File: src/rtl/rx_iq_scheduler_pkg.sv
// Shared widths, pairing-state encoding and frame layout for the RX IQ scheduler.
// The frame packs RX1 I/Q above RX2 I/Q, 96 bits in total.
package rx_iq_scheduler_pkg;

    localparam int IQ_W       = 24;
    localparam int FIFO_DEPTH = 16;
    localparam int FIFO_AW    = 4;
    localparam int FRAME_W    = 4 * IQ_W;

    typedef enum logic [1:0] {
        IDLE  = 2'd0,
        HAVE1 = 2'd1,
        HAVE2 = 2'd2
    } pair_state_t;

    typedef struct packed {
        logic [IQ_W-1:0] rx1_i;
        logic [IQ_W-1:0] rx1_q;
        logic [IQ_W-1:0] rx2_i;
        logic [IQ_W-1:0] rx2_q;
    } iq_frame_t;

    function automatic iq_frame_t make_frame(input logic [IQ_W-1:0] i1, input logic [IQ_W-1:0] q1,
                                             input logic [IQ_W-1:0] i2, input logic [IQ_W-1:0] q2);
        iq_frame_t f;
        f.rx1_i = i1;
        f.rx1_q = q1;
        f.rx2_i = i2;
        f.rx2_q = q2;
        return f;
    endfunction

endpackage

File: src/rtl/rx_iq_scheduler_if.sv
// Bus-side read port of the scheduler: pop request, popped frame, status and sticky flags.
interface rx_iq_scheduler_if;
    import rx_iq_scheduler_pkg::*;

    logic                IQ_RX_READ_REQ;
    logic                flags_clear;
    logic [IQ_W-1:0]     rd_rx1_i;
    logic [IQ_W-1:0]     rd_rx1_q;
    logic [IQ_W-1:0]     rd_rx2_i;
    logic [IQ_W-1:0]     rd_rx2_q;
    logic                rd_valid;
    logic                in_empty;
    logic                iq_overrun;
    logic                iq_underrun;
    logic                pair_slip;
    logic [FIFO_AW:0]    fill_level;

    modport master (
        output IQ_RX_READ_REQ, flags_clear,
        input  rd_rx1_i, rd_rx1_q, rd_rx2_i, rd_rx2_q, rd_valid,
        input  in_empty, iq_overrun, iq_underrun, pair_slip, fill_level
    );

    modport slave (
        input  IQ_RX_READ_REQ, flags_clear,
        output rd_rx1_i, rd_rx1_q, rd_rx2_i, rd_rx2_q, rd_valid,
        output in_empty, iq_overrun, iq_underrun, pair_slip, fill_level
    );

endinterface

File: src/rtl/rx_iq_scheduler_fifo.sv
// Single-clock 16-deep frame FIFO; a write while full is accepted only alongside a read,
// and a read while empty is ignored even if a write arrives in the same cycle.
module iq_frame_fifo
    import rx_iq_scheduler_pkg::*;
(
    input  logic             clk_in,
    input  logic             reset_n,
    input  logic             wr_en,
    input  iq_frame_t        wr_data,
    input  logic             rd_en,
    output iq_frame_t        rd_data,
    output logic             full,
    output logic             empty,
    output logic [FIFO_AW:0] count
);

    iq_frame_t          mem [FIFO_DEPTH];
    logic [FIFO_AW-1:0] wr_ptr;
    logic [FIFO_AW-1:0] rd_ptr;
    logic               wr_ok;
    logic               rd_ok;

    assign full    = (count == (FIFO_AW+1)'(FIFO_DEPTH));
    assign empty   = (count == '0);
    assign rd_ok   = rd_en && !empty;
    assign wr_ok   = wr_en && (!full || rd_en);
    assign rd_data = mem[rd_ptr];

    always_ff @(posedge clk_in) begin
        if (wr_ok) begin
            mem[wr_ptr] <= wr_data;
        end
    end

    // 4-bit pointers wrap 15->0 naturally
    always_ff @(posedge clk_in) begin
        if (!reset_n) begin
            wr_ptr <= '0;
            rd_ptr <= '0;
            count  <= '0;
        end else begin
            if (wr_ok) wr_ptr <= wr_ptr + 1'b1;
            if (rd_ok) rd_ptr <= rd_ptr + 1'b1;
            count <= count + (FIFO_AW+1)'(wr_ok) - (FIFO_AW+1)'(rd_ok);
        end
    end

endmodule

File: src/rtl/rx_iq_scheduler.sv
// Pairs RX1/RX2 decimator samples into frames, queues them in iq_frame_fifo and
// serves bus pops with sticky overrun/underrun/slip flags.
module rx_iq_scheduler
    import rx_iq_scheduler_pkg::*;
(
    input  logic                   clk_in,
    input  logic                   reset_n,
    input  logic                   rx1_enable,
    input  logic                   rx2_enable,
    input  logic signed [IQ_W-1:0] RX1_I,
    input  logic signed [IQ_W-1:0] RX1_Q,
    input  logic signed [IQ_W-1:0] RX2_I,
    input  logic signed [IQ_W-1:0] RX2_Q,
    input  logic                   rx1_valid,
    input  logic                   rx2_valid,
    rx_iq_scheduler_if.slave       bus
);

    pair_state_t      state, state_n, cur;
    logic [IQ_W-1:0]  h1_i, h1_q, h2_i, h2_q;
    logic [IQ_W-1:0]  h1_i_n, h1_q_n, h2_i_n, h2_q_n;
    logic             e1_q, e2_q, en_change;
    logic             push, slip_evt, pop_ok, overrun_evt, underrun_evt;
    iq_frame_t        push_frame, head;
    logic             full, empty;
    logic [FIFO_AW:0] count;

    assign en_change    = (rx1_enable != e1_q) || (rx2_enable != e2_q);
    assign pop_ok       = bus.IQ_RX_READ_REQ && !empty;
    assign overrun_evt  = push && full && !bus.IQ_RX_READ_REQ;
    assign underrun_evt = bus.IQ_RX_READ_REQ && empty;
    assign bus.fill_level = count;
    assign bus.in_empty   = empty;

    always_comb begin
        state_n    = state;
        h1_i_n     = h1_i;
        h1_q_n     = h1_q;
        h2_i_n     = h2_i;
        h2_q_n     = h2_q;
        push       = 1'b0;
        push_frame = '0;
        slip_evt   = 1'b0;
        cur        = state;
        // An enable edge drops any half-built pair before this cycle's strobes are handled
        if (en_change) begin
            cur    = IDLE;
            h1_i_n = '0;
            h1_q_n = '0;
            h2_i_n = '0;
            h2_q_n = '0;
        end
        state_n = cur;
        case ({rx1_enable, rx2_enable})
            2'b10: begin
                state_n = IDLE;
                if (rx1_valid) begin
                    push       = 1'b1;
                    push_frame = make_frame(RX1_I, RX1_Q, '0, '0);
                end
            end
            2'b01: begin
                state_n = IDLE;
                if (rx2_valid) begin
                    push       = 1'b1;
                    push_frame = make_frame('0, '0, RX2_I, RX2_Q);
                end
            end
            2'b11: begin
                if (rx1_valid && rx2_valid) begin
                    push       = 1'b1;
                    push_frame = make_frame(RX1_I, RX1_Q, RX2_I, RX2_Q);
                    slip_evt   = (cur != IDLE);
                    state_n    = IDLE;
                end else if (rx1_valid) begin
                    if (cur == HAVE2) begin
                        push       = 1'b1;
                        push_frame = make_frame(RX1_I, RX1_Q, h2_i_n, h2_q_n);
                        state_n    = IDLE;
                    end else begin
                        slip_evt = (cur == HAVE1);
                        h1_i_n   = RX1_I;
                        h1_q_n   = RX1_Q;
                        state_n  = HAVE1;
                    end
                end else if (rx2_valid) begin
                    if (cur == HAVE1) begin
                        push       = 1'b1;
                        push_frame = make_frame(h1_i_n, h1_q_n, RX2_I, RX2_Q);
                        state_n    = IDLE;
                    end else begin
                        slip_evt = (cur == HAVE2);
                        h2_i_n   = RX2_I;
                        h2_q_n   = RX2_Q;
                        state_n  = HAVE2;
                    end
                end
            end
            default: state_n = IDLE;
        endcase
    end

    iq_frame_fifo u_fifo (
        .clk_in  (clk_in),
        .reset_n (reset_n),
        .wr_en   (push),
        .wr_data (push_frame),
        .rd_en   (bus.IQ_RX_READ_REQ),
        .rd_data (head),
        .full    (full),
        .empty   (empty),
        .count   (count)
    );

    // A new flag event in the same cycle as flags_clear keeps the flag set
    always_ff @(posedge clk_in) begin
        if (!reset_n) begin
            state           <= IDLE;
            h1_i            <= '0;
            h1_q            <= '0;
            h2_i            <= '0;
            h2_q            <= '0;
            e1_q            <= 1'b0;
            e2_q            <= 1'b0;
            bus.rd_rx1_i    <= '0;
            bus.rd_rx1_q    <= '0;
            bus.rd_rx2_i    <= '0;
            bus.rd_rx2_q    <= '0;
            bus.rd_valid    <= 1'b0;
            bus.iq_overrun  <= 1'b0;
            bus.iq_underrun <= 1'b0;
            bus.pair_slip   <= 1'b0;
        end else begin
            state           <= state_n;
            h1_i            <= h1_i_n;
            h1_q            <= h1_q_n;
            h2_i            <= h2_i_n;
            h2_q            <= h2_q_n;
            e1_q            <= rx1_enable;
            e2_q            <= rx2_enable;
            bus.rd_valid    <= pop_ok;
            if (pop_ok) begin
                bus.rd_rx1_i <= head.rx1_i;
                bus.rd_rx1_q <= head.rx1_q;
                bus.rd_rx2_i <= head.rx2_i;
                bus.rd_rx2_q <= head.rx2_q;
            end
            bus.iq_overrun  <= (bus.iq_overrun  && !bus.flags_clear) || overrun_evt;
            bus.iq_underrun <= (bus.iq_underrun && !bus.flags_clear) || underrun_evt;
            bus.pair_slip   <= (bus.pair_slip   && !bus.flags_clear) || slip_evt;
        end
    end

endmodule

File: src/flat_wrapper.sv
// flat-port wrapper written by rule: the top's interface ports become plain ports
module rx_iq_scheduler_flat import rx_iq_scheduler_pkg::*;
  (clk_in, reset_n, rx1_enable, rx2_enable, RX1_I, RX1_Q, RX2_I, RX2_Q, rx1_valid, rx2_valid, bus_IQ_RX_READ_REQ, bus_flags_clear, bus_rd_rx1_i, bus_rd_rx1_q, bus_rd_rx2_i, bus_rd_rx2_q, bus_rd_valid, bus_in_empty, bus_iq_overrun, bus_iq_underrun, bus_pair_slip, bus_fill_level);
  rx_iq_scheduler_if bus_i ();
  input  logic clk_in;
  input  logic reset_n;
  input  logic rx1_enable;
  input  logic rx2_enable;
  input  logic signed [IQ_W-1:0] RX1_I;
  input  logic signed [IQ_W-1:0] RX1_Q;
  input  logic signed [IQ_W-1:0] RX2_I;
  input  logic signed [IQ_W-1:0] RX2_Q;
  input  logic rx1_valid;
  input  logic rx2_valid;
  input wire logic [$bits(bus_i.IQ_RX_READ_REQ)-1:0] bus_IQ_RX_READ_REQ;
  input wire logic [$bits(bus_i.flags_clear)-1:0] bus_flags_clear;
  output wire logic [$bits(bus_i.rd_rx1_i)-1:0] bus_rd_rx1_i;
  output wire logic [$bits(bus_i.rd_rx1_q)-1:0] bus_rd_rx1_q;
  output wire logic [$bits(bus_i.rd_rx2_i)-1:0] bus_rd_rx2_i;
  output wire logic [$bits(bus_i.rd_rx2_q)-1:0] bus_rd_rx2_q;
  output wire logic [$bits(bus_i.rd_valid)-1:0] bus_rd_valid;
  output wire logic [$bits(bus_i.in_empty)-1:0] bus_in_empty;
  output wire logic [$bits(bus_i.iq_overrun)-1:0] bus_iq_overrun;
  output wire logic [$bits(bus_i.iq_underrun)-1:0] bus_iq_underrun;
  output wire logic [$bits(bus_i.pair_slip)-1:0] bus_pair_slip;
  output wire logic [$bits(bus_i.fill_level)-1:0] bus_fill_level;
  assign bus_i.IQ_RX_READ_REQ = bus_IQ_RX_READ_REQ;
  assign bus_i.flags_clear = bus_flags_clear;
  assign bus_rd_rx1_i = bus_i.rd_rx1_i;
  assign bus_rd_rx1_q = bus_i.rd_rx1_q;
  assign bus_rd_rx2_i = bus_i.rd_rx2_i;
  assign bus_rd_rx2_q = bus_i.rd_rx2_q;
  assign bus_rd_valid = bus_i.rd_valid;
  assign bus_in_empty = bus_i.in_empty;
  assign bus_iq_overrun = bus_i.iq_overrun;
  assign bus_iq_underrun = bus_i.iq_underrun;
  assign bus_pair_slip = bus_i.pair_slip;
  assign bus_fill_level = bus_i.fill_level;
  rx_iq_scheduler u_core (.clk_in(clk_in), .reset_n(reset_n), .rx1_enable(rx1_enable), .rx2_enable(rx2_enable), .RX1_I(RX1_I), .RX1_Q(RX1_Q), .RX2_I(RX2_I), .RX2_Q(RX2_Q), .rx1_valid(rx1_valid), .rx2_valid(rx2_valid), .bus(bus_i));
endmodule
File: config.mk
export PLATFORM = sky130hd
export DESIGN_NAME = rx_iq_scheduler_flat
export DESIGN_NICKNAME = d
export VERILOG_FILES = /design/src/rtl/rx_iq_scheduler_pkg.sv /design/src/rtl/rx_iq_scheduler_if.sv /design/src/rtl/rx_iq_scheduler_fifo.sv /design/src/rtl/rx_iq_scheduler.sv /design/src/flat_wrapper.sv
export SDC_FILE = /design/constraint.sdc
export NUM_CORES = 2
export LEC_CHECK = 0
export CORE_ASPECT_RATIO = 1.5
export CORE_MARGIN = 10
export CORE_UTILIZATION = 45
export DETAILED_ROUTE_END_ITERATION = 10
export PLACE_DENSITY = 0.65
export SYNTH_ARGS = -nofsm -noshare
export SYNTH_HDL_FRONTEND = slang
export SYNTH_HIERARCHICAL = 1
export SYNTH_SLANG_ARGS = --single-unit
File: constraint.sdc
create_clock -name clk_in -period 8.55 [get_ports clk_in]
set_input_delay 1.2825 -clock clk_in [delete_from_list [all_inputs] [get_ports clk_in]]
set_output_delay 1.2825 -clock clk_in [all_outputs]
set_load 0.01 [all_outputs]
==> impl_metrics.env <==
export IMPL_cp_num_cells=10
export IMPL_clockPowerShare=0.357
export IMPL_via_per_inst=6.00
export IMPL_initial_core_util=0.452
export IMPL_ys_seq_elements=1753
export IMPL_worstPathCellList="clkdlybuf4s50_1 > and2_1 > a21boi_4 > buf_4 > or2_2 > o21ai_1 > buf_4 > nor3_1 > and2_4 > buf_4"
export IMPL_r2r_slack_ns=4.24
export IMPL_p_total_mw=20.7
export IMPL_synth_area_leaders="edfxtp_1, mux4_2, dfxtp_1, nand2_1, a22oi_1"
export IMPL_p_switching_mw=5.19
export IMPL_vias=34500
export IMPL_p_int_mw=15.5
export IMPL_crit_end="u_core/u_fifo/mem[2][6]"
export IMPL_cap_violations=0
export IMPL_grt_max_degree=130
export IMPL_p_leak_nw=24.1
export IMPL_rr_worst_depth=9
export IMPL_place_gp_congestion=0.734
export IMPL_maxSlewViolCount=0
export IMPL_clock_latency_ns=0.80
export IMPL_cp_max_fo=47
export IMPL_dieWidth_um=335
export IMPL_dp_hpwl_um=88900
export IMPL_fill_cells=11600
export IMPL_syn_nets=3623
export IMPL_drive_gt1_frac=0.187
export IMPL_r2r_end="u_core/u_fifo/mem[2][6]"
export IMPL_antenna_found_initial=10
export IMPL_area_growth_pct=14.0
export IMPL_antenna_left=0
export IMPL_worstPathRequired_ns=8.97
export IMPL_ioPinCount=210
export IMPL_final_core_util=0.516
export IMPL_cts_resized=0
export IMPL_die_area_um2=165000
export IMPL_fmax_mhz=186
export IMPL_clock_sinks=1753
export IMPL_power_density_nw_per_um2=270
export IMPL_nNetsFinal=3805
export IMPL_synth_top_cell_area_share=0.688
export IMPL_num_rows=173
export IMPL_wl_per_cell_um=28.6
export IMPL_synth_cell_types=54
export IMPL_wirelength_um=165000
export IMPL_clk_path_buf_depth=3
export IMPL_post_cts_buffers=0
export IMPL_hold_viol_final=0
export IMPL_cp_end_kind="register"
export IMPL_status="completed"
export IMPL_port_buffers=209
export IMPL_p_comb_frac=0.175
export IMPL_async_flop_share=0
export IMPL_ys_seq_area_frac=0.752
export IMPL_startpoint="rx2_valid"
export IMPL_criticalPathCategory="input port to register"
export IMPL_rsz0062_at_grt="no"
export IMPL_critical_path_top_delay_family="buffers and inverters"
export IMPL_synthFlopType="edfxtp_1"
export IMPL_yosysWarningCount=6
export IMPL_hold_buffers=0
export IMPL_drtIter0Drc=3543
export IMPL_startpoint_type="input port"
export IMPL_worst_pin_slew_ns=1.21
export IMPL_slowest_stage="clkdlybuf4s50_1"
export IMPL_dieHeight_um=493
export IMPL_grt_pass1_wl_um=241000
export IMPL_clock_skew_ns=0.0307
export IMPL_maxSlewHeadroom=0.195
export IMPL_worst_ir_drop_vdd_mv=0.216
export IMPL_coreArea_um2=148000
export IMPL_yosysTopAreaCell="edfxtp_1"
export IMPL_grt_pass1_vias=35100
export IMPL_firstDrtPassIters=5
export IMPL_grt_usage=0.198
export IMPL_max_stage_delay_ns=0.97
export IMPL_finalSetupTns_ns=0
export IMPL_cts_max_level=4
export IMPL_hp_class="register to register"
export IMPL_seqPwrFrac=0.468
export IMPL_synth_edff_count=1536
export IMPL_overflow=0
export IMPL_syn_cell_area_um2=67100
export IMPL_drc=0
export IMPL_sw_frac_of_total=0.251
export IMPL_cts_made_buffers=162
export IMPL_arrival_ns=5.79
export IMPL_tritoncts="yes"
export IMPL_syn_avg_cell_area_um2=19.1
export IMPL_synthCells=3507
export IMPL_min_period_ns=5.38
export IMPL_r2r_start="u_core/state[0]"
export IMPL_clk_pin_slew_ns=0.06
export IMPL_worst_path_buf_inv=4
export IMPL_period_share=0.629
export IMPL_root_buffer="clkbuf_16"
export IMPL_setup_viol=0
export IMPL_cpMostUsedCell="buf_4"
[sequential cells by signal (all words and copies together) (netlist names), 2 cells and up, named ones only]
register	cells
u_core/u_fifo/mem	1536
u_core/bus.rd_rx1_i	24
u_core/bus.rd_rx1_q	24
u_core/bus.rd_rx2_i	24
u_core/bus.rd_rx2_q	24
u_core/h1_i	24
u_core/h1_q	24
u_core/h2_i	24
u_core/h2_q	24
u_core/u_fifo/count	5
u_core/u_fifo/rd_ptr	4
u_core/u_fifo/wr_ptr	4
u_core/state	2
[worst min-delay path by stage]
stage / startpoint / to / slack (ns) / cells past startpoint
after global placement: u_core/h2_q[10] / u_core/h2_q[10] / 0.45 / 2
final: u_core/h2_q[5] / u_core/h2_q[5] / 0.46 / 2
after global routing: u_core/bus.rd_rx1_i[13] / u_core/bus.rd_rx1_i[13] / 0.48 / 2
after detailed placement: u_core/h2_q[7] / u_core/h2_q[7] / 0.45 / 2
after CTS: u_core/h2_q[7] / u_core/h2_q[7] / 0.46 / 2
after floorplan: u_core/h2_i[15] / u_core/h2_i[15] / 0.44 / 2
[worst reg2reg max path, delay by kind of cell, from the launching register on]
family,cells,cell delay [ns]
AOI/OAI and AO/OA,2,0.24
buffers and inverters,3,1.39
DFF,1,0.51
and+or+nand+nor,4,1.78
[metrics by stage]
stage	instances	hold slack [ns]	cell area [um2]	setup slack [ns]
detailed placement	5450	0.453	71000	2.44
finish	5752	0.464	76500	3.17
CTS	5751	0.463	76500	3.28
global placement	5450	0.446	71000	2.49
global route	5752	0.480	76500	3.11
floorplan	3507	0.439	67100	1.50
[logic make-up after synthesis]
family	after synthesis	share of synthesized area
fa+ha+maj	12	0.00235
xor+xnor	11	0.00166
buf+inv	263	0.0204
simple gates	578	0.0386
flops	1753	0.752
compound gates	506	0.0557
mux	384	0.129
[cell usage in the layout, fill, tap and decap left out, types with 3 or more instances in the layout]
cell type        synthesis  routed
clkinv_1                 0      24
nor2_4                   0       7
edfxtp_1              1536    1536
a32o_1                  57      57
inv_1                   14      14
buf_12                   0      15
xnor2_1                  7       7
and2_4                   0       9
nand3_1                 11      11
o21ai_1                 21      22
inv_16                   0       3
nor2_1                  23      17
nor2b_4                  0       3
a22oi_1                192     192
clkbuf_16                0     164
clkbuf_8                 0       7
and3_4                   0       4
clkinv_4                 0       3
nand2_1                394     394
clkdlybuf4s50_1          0     208
and3_1                   7       3
nand2b_1                 4       3
a22o_1                  24      24
bufinv_16                0      19
clkbuf_1               118      41
and2_1                  24      15
o21ai_0                 81      80
o22ai_1                 15      15
dfxtp_1                217     215
nand4_1                 96      96
ha_1                    11      11
mux4_2                 384     384
buf_4                   22      43
clkinv_2                 0      25
a21oi_1                  6       6
clkinv_8                 0       7
a21boi_0                99      99
[synthesized netlist by cell type (all sizes together), types with 4 or more instances]
library cell	number
nor2	24
and3	7
a22o	24
xnor2	7
nand2	394
a22oi	192
nand3	11
inv	14
nand4	96
ha	11
edfxtp	1536
a32o	57
clkbuf	118
mux4	384
dfxtp	217
buf	131
xor2	4
a21boi	100
a21oi	6
o22ai	15
nand2b	4
nor2b	5
o21ai	102
and2	24
[layout make-up]
type,instances,area [um2],share of cell area
Timing Repair Buffer,267,2720,0.0356
Clock buffer,212,4350,0.0569
Inverter,14,52.6,0.000687
Clock inverter,89,1090,0.0143
Antenna cell,1,2.50,0.0000327
Sequential cell,1753,50500,0.660
Tap cell,1925,2410,0.0315
Multi-Input combinational cell,1491,15400,0.201
[power groups by stage]
stage	Combinational, mW	Sequential [mW]	Clock [mW]
3_3_place_gp	3.67	9.85	0
3_5_place_dp	3.68	9.86	0
5_1_grt	3.90	9.70	7.85
4_1_cts	3.69	9.68	7.52
2_1_floorplan	2.61	9.83	0
6_report	3.61	9.67	7.38
[per-layer routing]
layer  GRT usage  part of all wire  vias to the layer above
met5           0           0.00070                        -
li1            -                 -                    14700
met4      0.0535             0.021                       16
met1       0.265              0.41                    18200
met2       0.325              0.50                     1467
met3      0.0430             0.077                      239
Note: power is estimated with default switching activity, not from simulation.
